### src/rtl/ch3_wave_seq.sv
`default_nettype none
// ============================================================================
// Module   : ch3_wave_seq
// Purpose  : Wave channel sequencer: period/position/length counters, wave
//            RAM fetch and CPU arbitration, volume-scaled 4-bit sample.
// Revision : 1.0 - initial release
// ============================================================================
module ch3_wave_seq (
    input  logic        cery_2mhz,
    input  logic        napu_reset,
    input  logic        trig,
    input  logic        dac_en,
    input  logic        len_en,
    input  logic        len_wr,
    input  logic        len_tick,
    input  logic [10:0] freq,
    input  logic [7:0]  len_data,
    input  logic [1:0]  vol_code,
    input  logic        cpu_rd,
    input  logic        cpu_wr,
    input  logic [3:0]  cpu_addr,
    input  logic [7:0]  cpu_wdata,
    output logic [7:0]  cpu_rdata,
    output logic [3:0]  wram_addr,
    output logic        wram_rd,
    output logic        wram_wr,
    output logic [7:0]  wram_wdata,
    input  logic [7:0]  wram_rdata,
    output logic        ch3_active,
    output logic [3:0]  sample_out
);

    localparam logic [1:0]  S_OFF        = 2'd0;
    localparam logic [1:0]  S_RUN        = 2'd1;
    localparam logic [1:0]  S_FETCH      = 2'd2;
    localparam logic [10:0] C_PERIOD_TOP = 11'h7FF;
    localparam logic [8:0]  C_LEN_FULL   = 9'd256;

    logic [1:0]  r_state,  w_state_n;
    logic [10:0] r_period, w_period_n;
    logic [4:0]  r_pos,    w_pos_n;
    logic [3:0]  r_buf,    w_buf_n;
    logic [8:0]  r_len,    w_len_n;
    logic        r_fp, r_fp_lo, r_fp_cw;
    logic [7:0]  r_cw_byte;
    logic        r_rdp, r_rdp_ff;
    logic        w_off, w_fetch, w_ovf, w_len_kill;
    logic [7:0]  w_fetch_byte;
    logic [3:0]  w_sample_n;

    assign w_off        = (r_state == S_OFF);
    assign w_fetch      = (r_state == S_FETCH);
    assign w_ovf        = !w_off && (r_period == C_PERIOD_TOP);
    // A CPU write during FETCH replaces the byte the channel would have read
    assign w_fetch_byte = r_fp_cw ? r_cw_byte : wram_rdata;

    always_comb begin
        w_len_n    = r_len;
        w_len_kill = 1'b0;
        if (trig) begin
            if (r_len == 9'd0) w_len_n = C_LEN_FULL;
        end else if (len_wr) begin
            w_len_n = C_LEN_FULL - {1'b0, len_data};
        end else if (len_tick && len_en && (r_len != 9'd0)) begin
            w_len_n    = r_len - 9'd1;
            w_len_kill = (r_len == 9'd1);
        end
    end

    always_comb begin
        w_state_n  = r_state;
        w_period_n = r_period;
        w_pos_n    = r_pos;
        if (!dac_en) begin
            w_state_n = S_OFF;
        end else if (trig) begin
            w_state_n  = S_RUN;
            w_period_n = freq;
            w_pos_n    = 5'd0;
        end else if (w_len_kill) begin
            w_state_n = S_OFF;
        end else if (!w_off) begin
            if (w_ovf) begin
                w_state_n  = S_FETCH;
                w_period_n = freq;
                w_pos_n    = r_pos + 5'd1;
            end else begin
                w_state_n  = S_RUN;
                w_period_n = r_period + 11'd1;
            end
        end
    end

    always_comb begin
        w_buf_n = r_buf;
        if (r_fp) w_buf_n = r_fp_lo ? w_fetch_byte[3:0] : w_fetch_byte[7:4];
        w_sample_n = 4'd0;
        if (w_state_n != S_OFF) begin
            case (vol_code)
                2'd1:    w_sample_n = w_buf_n;
                2'd2:    w_sample_n = w_buf_n >> 1;
                2'd3:    w_sample_n = w_buf_n >> 2;
                default: w_sample_n = 4'd0;
            endcase
        end
    end

    // RAM strobes follow the CPU strobes combinationally; held quiet in reset
    always_comb begin
        wram_rd    = 1'b0;
        wram_wr    = 1'b0;
        wram_addr  = 4'd0;
        wram_wdata = 8'd0;
        if (napu_reset) begin
            if (w_off) begin
                wram_addr  = cpu_addr;
                wram_wr    = cpu_wr;
                wram_rd    = cpu_rd && !cpu_wr;
                wram_wdata = cpu_wr ? cpu_wdata : 8'd0;
            end else if (w_fetch) begin
                wram_addr  = r_pos[4:1];
                wram_wr    = cpu_wr;
                wram_rd    = !cpu_wr;
                wram_wdata = cpu_wr ? cpu_wdata : 8'd0;
            end
        end
    end

    always_ff @(posedge cery_2mhz or negedge napu_reset) begin
        if (!napu_reset) begin
            r_state    <= S_OFF;
            r_period   <= 11'd0;
            r_pos      <= 5'd0;
            r_buf      <= 4'd0;
            r_len      <= 9'd0;
            r_fp       <= 1'b0;
            r_fp_lo    <= 1'b0;
            r_fp_cw    <= 1'b0;
            r_cw_byte  <= 8'd0;
            r_rdp      <= 1'b0;
            r_rdp_ff   <= 1'b0;
            cpu_rdata  <= 8'hFF;
            ch3_active <= 1'b0;
            sample_out <= 4'd0;
        end else begin
            r_state    <= w_state_n;
            r_period   <= w_period_n;
            r_pos      <= w_pos_n;
            r_buf      <= w_buf_n;
            r_len      <= w_len_n;
            r_fp       <= w_fetch;
            r_fp_lo    <= r_pos[0];
            r_fp_cw    <= cpu_wr;
            r_cw_byte  <= cpu_wdata;
            r_rdp      <= cpu_rd && !(w_off && cpu_wr);
            r_rdp_ff   <= (r_state == S_RUN);
            if (r_rdp) cpu_rdata <= r_rdp_ff ? 8'hFF : (r_fp ? w_fetch_byte : wram_rdata);
            ch3_active <= (w_state_n != S_OFF);
            sample_out <= w_sample_n;
        end
    end

endmodule
`default_nettype wire

### config.mk
export PLATFORM = sky130hd
export DESIGN_NAME = ch3_wave_seq
export DESIGN_NICKNAME = d
export VERILOG_FILES = /design/src/rtl/ch3_wave_seq.sv
export SDC_FILE = /design/constraint.sdc
export NUM_CORES = 1
export LEC_CHECK = 0
export BUFFER_PORTS_ARGS = -buffer_cell sky130_fd_sc_hd__buf_4
export CAP_MARGIN = 10
export CORE_AREA = 10 10 101 103
export DETAILED_ROUTE_END_ITERATION = 7
export DIE_AREA = 0 0 111 113
export PLACE_DENSITY = 0.68
export SYNTH_ARGS = -nofsm -noshare
export SYNTH_HDL_FRONTEND = slang
export SYNTH_SLANG_ARGS = --single-unit
export TNS_END_PERCENT = 5
### constraint.sdc
create_clock -name cery_2mhz -period 4.1 [get_ports cery_2mhz]
set_clock_uncertainty 0.2 [all_clocks]
set_input_delay 1.025 -clock cery_2mhz [delete_from_list [all_inputs] [get_ports cery_2mhz]]
set_output_delay 1.025 -clock cery_2mhz [all_outputs]
set_load 0.005 [all_outputs]
# Yosys cells after proc, flatten, opt, wreduce, memory -nomap -nowiden

Cells that the tools add are included.
Widths: inputs -> output; s select.

Add/sub/neg operators: 4
Equality and inequality tests: 10
Mux-type cells: 40
Reductions and logical operators: 18

Operator list:

| kind                  | number |
|---|---|
| $mux 8                | 7 |
| $mux 11               | 4 |
| $mux 9                | 4 |
| $mux 4                | 6 |
| $mux 5                | 4 |
| $pmux 4 s3            | 1 |
| $add 11x1->11 const B | 1 |
| $eq 11x11->1 const B  | 1 |
| $mux 2                | 5 |
| $eq 9x1->1 const B    | 1 |
| $logic_not 9->1       | 1 |
| $mux 1                | 9 |
| $reduce_bool 9->1     | 1 |
| $sub 9x1->9 const B   | 1 |
| $sub 9x8->9 const A   | 1 |
| $eq 2x2->1 const B    | 3 |
| $logic_and 1x1->1     | 6 |
| $add 5x1->5 const B   | 1 |
| $eq 2x1->1 const B    | 2 |
| $ne 2x2->1 const B    | 2 |
| $reduce_and 4->1      | 1 |
| $reduce_bool 2->1     | 2 |
| $logic_not 1->1       | 3 |
| $reduce_and 3->1      | 1 |
| 4 further kinds       | 4 |

Bits in registers: 57
Input bits: 50
Output and inout bits: 27
Word-level logic and storage cells: 86

# Logic depth before layout (Yosys ltp)

Gate-level depths: netlist (run 1).

Depth after elaboration: 10
Gate-level depth with buffers: 10
Gate-level depth less buffers: 8

# Worst setup path before layout (run 1)

No wires, ideal clock.

Path kind: input-to-output
From: in napu_reset
To: out wram_wdata[0]
Data arrival time: 1.496 ns
Required time: 2.875 ns
Path slack: 1.379 ns
Cell stages on the path: 2
Buffers on the path: 0
Cells stage by stage: nor2b_1 and3_1

Longest elaborated chain between the ends: 1

RTL lines:

| what            | RTL line | text |
|---|---|---|
| start, declared | 10       | `input logic napu_reset,` |
| $mux 8          | 114      | `if (napu_reset) begin` |
| end, declared   | 27       | `output logic [7:0] wram_wdata,` |

No other way between the ends.

# Final worst setup path (run 1)

From: in napu_reset
To: out wram_wdata[5]

The elaborated chain is that of the path after synthesis.

==> results of run 1 <==
cell families (layout without fill, tap and decap cells):
kind of cell	after synthesis	count (layout)
AO/OA/AOI/OAI	80	80
XOR/XNOR	7	7
adder cells (fa/ha/maj)	6	6
buffers and inverters	31	107
flip-flops	57	57
multiplexers	24	24
AND/OR/NAND/NOR	129	129
registers in the layout, summed over array words and instances, names as in the netlist, 2 cells and up:
register    flops
r_cw_byte       8
r_pos           5
r_buf           4
sample_out      4
r_len           9
r_period       11
cpu_rdata       8
r_state         2
report_power, final:
group | internal, W | total (W) | switching [W]
logic | 0.000166 | 0.000327 | 0.000161
registers | 0.000640 | 0.000721 | 0.0000818
clock network | 0.000233 | 0.000458 | 0.000224
worst max-delay path, delay by kind of cell:
kind,cells,cell delay (ps)
simple gates,2,690
buf+inv,2,200
per-stage QoR:
stage | total power, W | worst slack [ps]
after floorplan | 0.000917 | 1380
after global placement | 0.00105 | 985
after detailed placement | 0.00106 | 919
after CTS | 0.00152 | 918
after global routing | 0.00161 | 836
final | 0.00151 | 953
cells in the final DEF, fill, tap and decap left out, drive strengths merged, types with 4 or more instances in the layout:
| cell | instances |
|---|---|
| clkinv | 4 |
| ha | 6 |
| buf | 78 |
| a31oi | 5 |
| a21oi | 26 |
| nor4 | 4 |
| inv | 13 |
| a2bb2oi | 4 |
| nor3 | 13 |
| clkbuf | 11 |
| and3 | 10 |
| nand2b | 4 |
| mux2i | 19 |
| nor2b | 9 |
| nand3 | 10 |
| or4 | 4 |
| nand2 | 22 |
| dfrtp | 49 |
| dfstp | 8 |
| nor2 | 37 |
| xor2 | 6 |
| o21ai | 15 |
layer usage:
metal / vias to the layer above / GRT usage (%)
met4: 0 / 3.73
met1: 1323 / 16.2
met2: 81 / 21.9
met3: 6 / 5.18
met5: - / 0
li1: 1355 / -
cell type report:
cell class	count	area, um^2	share of cell area (%)
clock inverter	5	31.3	0.784
tap	105	131	3.29
multi-input combinational	246	1620	40.5
clock buffer	11	141	3.54
sequential	57	1440	36.0
inverter	13	48.8	1.22
timing repair buffer	78	586	14.7
final timing paths:
path | startpoint | to | slack [ps]
worst min register to register | cpu_rdata[5]$_DFFE_PN1P_ | cpu_rdata[5]$_DFFE_PN1P_ | 290
worst min-delay path | cpu_rdata[5]$_DFFE_PN1P_ | cpu_rdata[5]$_DFFE_PN1P_ | 290
worst max-delay path | napu_reset | wram_wdata[5] | 950
min in group asynchronous | napu_reset | r_cw_byte[4]$_DFF_PN0_ | 650
max in group asynchronous | napu_reset | r_len[2]$_DFFE_PN0P_ | 2580
worst max register to register | r_len[4]$_DFFE_PN0P_ | r_pos[4]$_DFFE_PN0P_ | 1490
==> flow_summary_export.csv, run 1 <==
group,metric,value,unit
routing,drt-met1-wl,3.77,mm
finish,final_util,49.1,%
logic_synthesis,synth_top_cell_by_area,"dfrtp_1",
logic_synthesis,synthFlopType,"dfrtp_1",
sta,timing.hold.ws,294,ps
logic_synthesis,avgSynthCellArea,9.53,um^2
power_and_ir_drop,p_per_area,377,nW/um^2
routing,drc_errors,0,
cts,root_buffer,"clkbuf_8",
hold_path,hold_class,"flip-flop to flip-flop",
power_and_ir_drop,max-vdd-ir-drop,194,uV
logic_synthesis,syn_inst,334,
finish,antenna_cells,0,
routing,drtIter0Drc,168,
routing,dr.max_layer_used,"met4",
placed_design,post-place-cells,499,
sta,post-route-min-period,3150,ps
grt,grt-ovfl-total,0,
placed_design,routabilityCongestion,0.826,
cts,cts_tree,"yes",
logic_synthesis,synth_xor_area_share,1.93,%
power_and_ir_drop,p_leak,1.87,nW
cts,post_cts.repair.setup_buffers,0,
sta,final-setup-viol-count,0,
cts,clock_sinks,57,
cts,cts_resized,0,
routing,vias,2765,
logic_synthesis,yosysMostFrequentCell,"dfrtp_1",
sta,finalHoldViolations,0,
sta,fmax,318,MHz
sta,timing.final.crit_share,76.8,%
logic_synthesis,synth_commonest_cells,"dfrtp_1, nor2_1, a21oi_1",
logic_synthesis,ys_top_cells_by_area,"dfrtp_1, dfstp_2, mux2i_1, nor2_1, a21oi_1",
die,chipHeight,113,um
cts,max-clock-path-buffers,2,
cts,clock_latency,330,ps
logic_synthesis,synth_top_family_by_area,"simple AND/OR/NAND/NOR gates",
routing,postRouteAntennaNets,0,
critical_path,cp.arrival,1920,ps
critical_path,cp-start-kind,"input pin",
logic_synthesis,yosysUniqueCellTypes,61,
routing,wl_met3,565,um
critical_path,cp-end-kind,"primary output",
finish,design_area,3990,um^2
grt,grt_pass1_wl,14.0,mm
critical_path,critical_path_peak_fanout,9,
logic_synthesis,netlist_area,3180,um^2
placed_design,place_area,3820,um^2
logic_synthesis,ys_seq_area_share,45.1,%
grt,grtUsageTotal,13.4,%
routing,routed_via_density,5.37,
die,io_pins,77,
finish,stdcell_count,515,
critical_path,crit_top_cell,"buf_4",
sta,slew_violations,0,
sta,slew_headroom,35.0,%
routing,drtPass1Iterations,4,
critical_path,worst_path_max_delay_cell,"nor2b_1",
logic_synthesis,syn_nets,390,
logic_synthesis,synth_top_area_share,38.5,%
critical_path,rr_worst_depth,7,
die,fp-row-count,33,
outcome,status,"finished clean",
die,die-area,12500,um^2
cts,cts_hold_buf,0,
grt,antenna_found_initial,0,
logic_synthesis,synth_seq_cells,57,
cts,cts_max_level,3,
finish,synthToLayoutAreaGrowth,25.4,%
cts,clk_pin_slew_worst_paths,70,ps
placed_design,io_buffers,76,
critical_path,required,2870,ps
finish,n_fill_cell,755,
finish,final_nets,461,
critical_path,crit_chain,"buf_4 -> nor2b_1 -> and3_1 -> buf_4",
logic_synthesis,synthSimpleGateAreaFrac,20.8,%
logic_synthesis,synth_mux_area_share,8.81,%
die,core_area,8130,um^2
placed_design,dp_hpwl,6.45,mm
sta,rsz0062_at_grt,"no",
logic_synthesis,synth_compound_area_share,16.9,%
run,cap_violations,0,
cts,cts_buffers,9,
routing,wl_met2,4.06,mm
logic_synthesis,synthAdderAreaFrac,2.36,%
critical_path,critPathKind,"input pin to primary output",
routing,totalWireLength,8.46,mm
die,die_w,111,um
sta,worst_pin_slew,968,ps
logic_synthesis,yosys_warnings,0,
grt,grt_pass1_vias,2827,
logic_synthesis,synth_edf_count,0,
sta,setup_tns,0,ps
die,start_util,39.1,%
finish,drive_gt1_share,27.1,%
hold_path,min_path_cells,2,
grt,grt_max_degree,58,
critical_path,slowest_delay,450,ps
routing,wl_per_cell,16.4,um
logic_synthesis,async_reset_ff_share,100,%
Power figures use the tool's default switching activity.
==> inputs of run 2 (changes only) <==
--- a/config.mk
+++ b/config.mk
@@ -10,7 +10,7 @@
 export CORE_AREA = 10 10 101 103
 export DETAILED_ROUTE_END_ITERATION = 7
 export DIE_AREA = 0 0 111 113
-export PLACE_DENSITY = 0.68
+export PLACE_DENSITY = 0.7
 export SYNTH_ARGS = -nofsm -noshare
 export SYNTH_HDL_FRONTEND = slang
 export SYNTH_SLANG_ARGS = --single-unit
==> constraint.sdc (replaced) <==
create_clock -name cery_2mhz -period 2.85 [get_ports cery_2mhz]
set_clock_uncertainty 0.2 [all_clocks]
set_input_delay 0.7125 -clock cery_2mhz [delete_from_list [all_inputs] [get_ports cery_2mhz]]
set_output_delay 0.7125 -clock cery_2mhz [all_outputs]
set_load 0.005 [all_outputs]
==> run 2 against run 1 <==
Compared with the run above:
- register-to-register slack worse by 1100 ps
- die area stayed put
- highest routed layer unchanged
- utilization is 1.2 points higher
- largest cell class unchanged
- clock power is 100% higher
- cell count is 0.78% higher
- power is 63% higher
- first-iteration DRC count is 12% lower
- critical path type unchanged
- hold slack worse by 13 ps
- largest power group unchanged
- cell area is 2.5% higher
==> flow_summary_export.csv, run 2 (synthesis gave the netlist of run 1 again) <==
group,metric,value,unit
power_and_ir_drop,p_total,0.00245,W
hold_path,min_to,"r_cw_byte[7]$_DFF_PN0_",
grt,grtUsageTotal,13.5,%
grt,grt_pass1_vias,2736,
hold_path,hp-start,"cpu_wdata[7]",
power_and_ir_drop,p_leak,1.92,nW
routing,routed_via_density,5.28,
sta,rsz0062_at_grt,"no",
critical_path,rr_worst_depth,6,
sta,timing.final.crit_share,87.7,%
critical_path,cp-start-kind,"input pin",
critical_path,required,1940,ps
sta,fin_ws,351,ps
placed_design,post-place-cells,503,
sta,setup_tns,0,ps
die,io_pins,77,
routing,vias,2738,
finish,final_nets,465,
placed_design,pre_cts_slack,280,ps
critical_path,cp.arrival,1590,ps
critical_path,worstReg2RegEnd,"r_pos[1]$_DFFE_PN0P_",
critical_path,crit_top_cell,"buf_4",
finish,antenna_cells,0,
cts,clock_sinks,57,
die,chipHeight,113,um
cts,cts_hold_buf,0,
cts,cts_resized,0,
grt,antenna_found_initial,0,
sta,slew_violations,0,
critical_path,critPathKind,"input pin to primary output",
critical_path,rrSetupSlack,370,ps
cts,clk_pin_slew_worst_paths,70,ps
sta,post-route-min-period,2500,ps
placed_design,routabilityCongestion,0.836,
hold_path,hold_class,"input pin to flip-flop",
routing,drtIter0Drc,148,
critical_path,slowest_delay,440,ps
routing,drtPass1Iterations,4,
sta,fmax,400,MHz
critical_path,crit_chain,"buf_4 -> nor2b_1 -> and3_1 -> buf_4",
finish,top_register,"r_period",
cts,root_buffer,"clkbuf_8",
die,core_area,8130,um^2
sta,worst_pin_slew,708,ps
cts,clock_latency,340,ps
critical_path,worst_path_max_delay_cell,"nor2b_1",
critical_path,critical_path_buf_inv_count,2,
grt,grt_pass1_wl,13.9,mm
sta,finalHoldViolations,0,
die,fp-row-count,33,
cts,cts_tree,"yes",
sta,slew_headroom,52.8,%
cts,cts_buffers,9,
finish,drive_gt1_share,27.8,%
run,cap_violations,0,
die,die_w,111,um
critical_path,reg2reg_from,"r_period[0]$_DFFE_PN0P_",
finish,design_area,4090,um^2
finish,largest_reg_flops,11,
placed_design,io_buffers,76,
finish,synthToLayoutAreaGrowth,28.6,%
critical_path,critical_path_peak_fanout,9,
grt,grt-ovfl-total,0,
finish,largestRegisters,"r_period x11, r_len x9",
cts,max-clock-path-buffers,2,
finish,n_fill_cell,767,
routing,totalWireLength,8.55,mm
routing,postRouteAntennaNets,0,
outcome,status,"finished clean",
grt,grt_max_degree,58,
cts,post_cts.repair.setup_buffers,0,
routing,wl_per_cell,16.5,um
finish,layout_commonest_cell,"buf_4",
cts,cts_max_level,3,
finish,mostFrequentLayoutCells,"buf_4, dfrtp_1, nor2_1",
placed_design,dp_hpwl,6.47,mm
die,start_util,39.1,%
critical_path,cp-end-kind,"primary output",
sta,final-setup-viol-count,0,
die,die-area,12500,um^2
hold_path,min_path_cells,1,
routing,drc_errors,0,
placed_design,place_area,3850,um^2
finish,stdcell_count,519,
critical_path,critical-path-top-delay-family,"simple AND/OR/NAND/NOR gates",
power_and_ir_drop,max-vdd-ir-drop,215,uV
power_and_ir_drop,p_per_area,599,nW/um^2
-- run 2: changes by cell type in the layout (fill, tap and decap cells not counted) --
| cell | change |
|---|---|
| buf_4 | +4 |
| clkinv_2 | -2 |
| clkinv_4 | -1 |
| bufinv_16 | +3 |
-- run 2: worst max-delay path by stage --
stage / slack (ps) / depth (start not counted) / startpoint / to
2_1_floorplan: 560 / 7 / len_wr / sample_out[0]$_DFF_PN0_
3_3_place_gp: 360 / 7 / len_wr / r_pos[4]$_DFFE_PN0P_
3_5_place_dp: 280 / 7 / len_wr / r_pos[4]$_DFFE_PN0P_
4_1_cts: 340 / 4 / napu_reset / wram_wdata[1]
5_1_grt: 270 / 8 / r_len[0]$_DFFE_PN0P_ / r_pos[4]$_DFFE_PN0P_
6_report: 350 / 4 / napu_reset / wram_wdata[6]
-- run 2: layout make-up --
class                   count  area, um^2  area share (%)
multi-input cells         246        1620            39.5
flip-flops and latches     57        1440            35.1
repair buffers             82         616            15.0
clock buffers              11         141            3.45
well taps                 105         131            3.21
clock inverters             5         103            2.51
inverters                  13        48.8            1.19
-- run 2: per-layer routing --
metal	share of wire, %	track usage [%]
met1	48	17.4
met2	45	20.7
met3	5.4	3.54
met4	1.9	6.51
met5	0	0
-- run 2: through the flow --
stage / utilization (%) / hold slack [ps]
after floorplan: - / 217
after global placement: 47.3 / 257
after detailed placement: 47.3 / 268
after CTS: 50.3 / 260
after global routing: 50.3 / 267
final: 50.3 / 281
-- run 2: power breakdown --
group / leakage (nW) / switching (W) / total, W / internal (W)
combinational: 1.12 / 0.000235 / 0.000479 / 0.000243
clock: 0.120 / 0.000330 / 0.000933 / 0.000603
sequential: 0.680 / 0.000120 / 0.00104 / 0.000920
total: 1.92 / 0.000685 / 0.00245 / 0.00177
-- run 2: worst register-to-register path, stage by stage, from the launching register on --
cell and delay, ps:
dfrtp_1 410, ha_1 250, nand2_1 60, or4_1 620, or2_0 400, nor4b_1 320, a221o_1 160
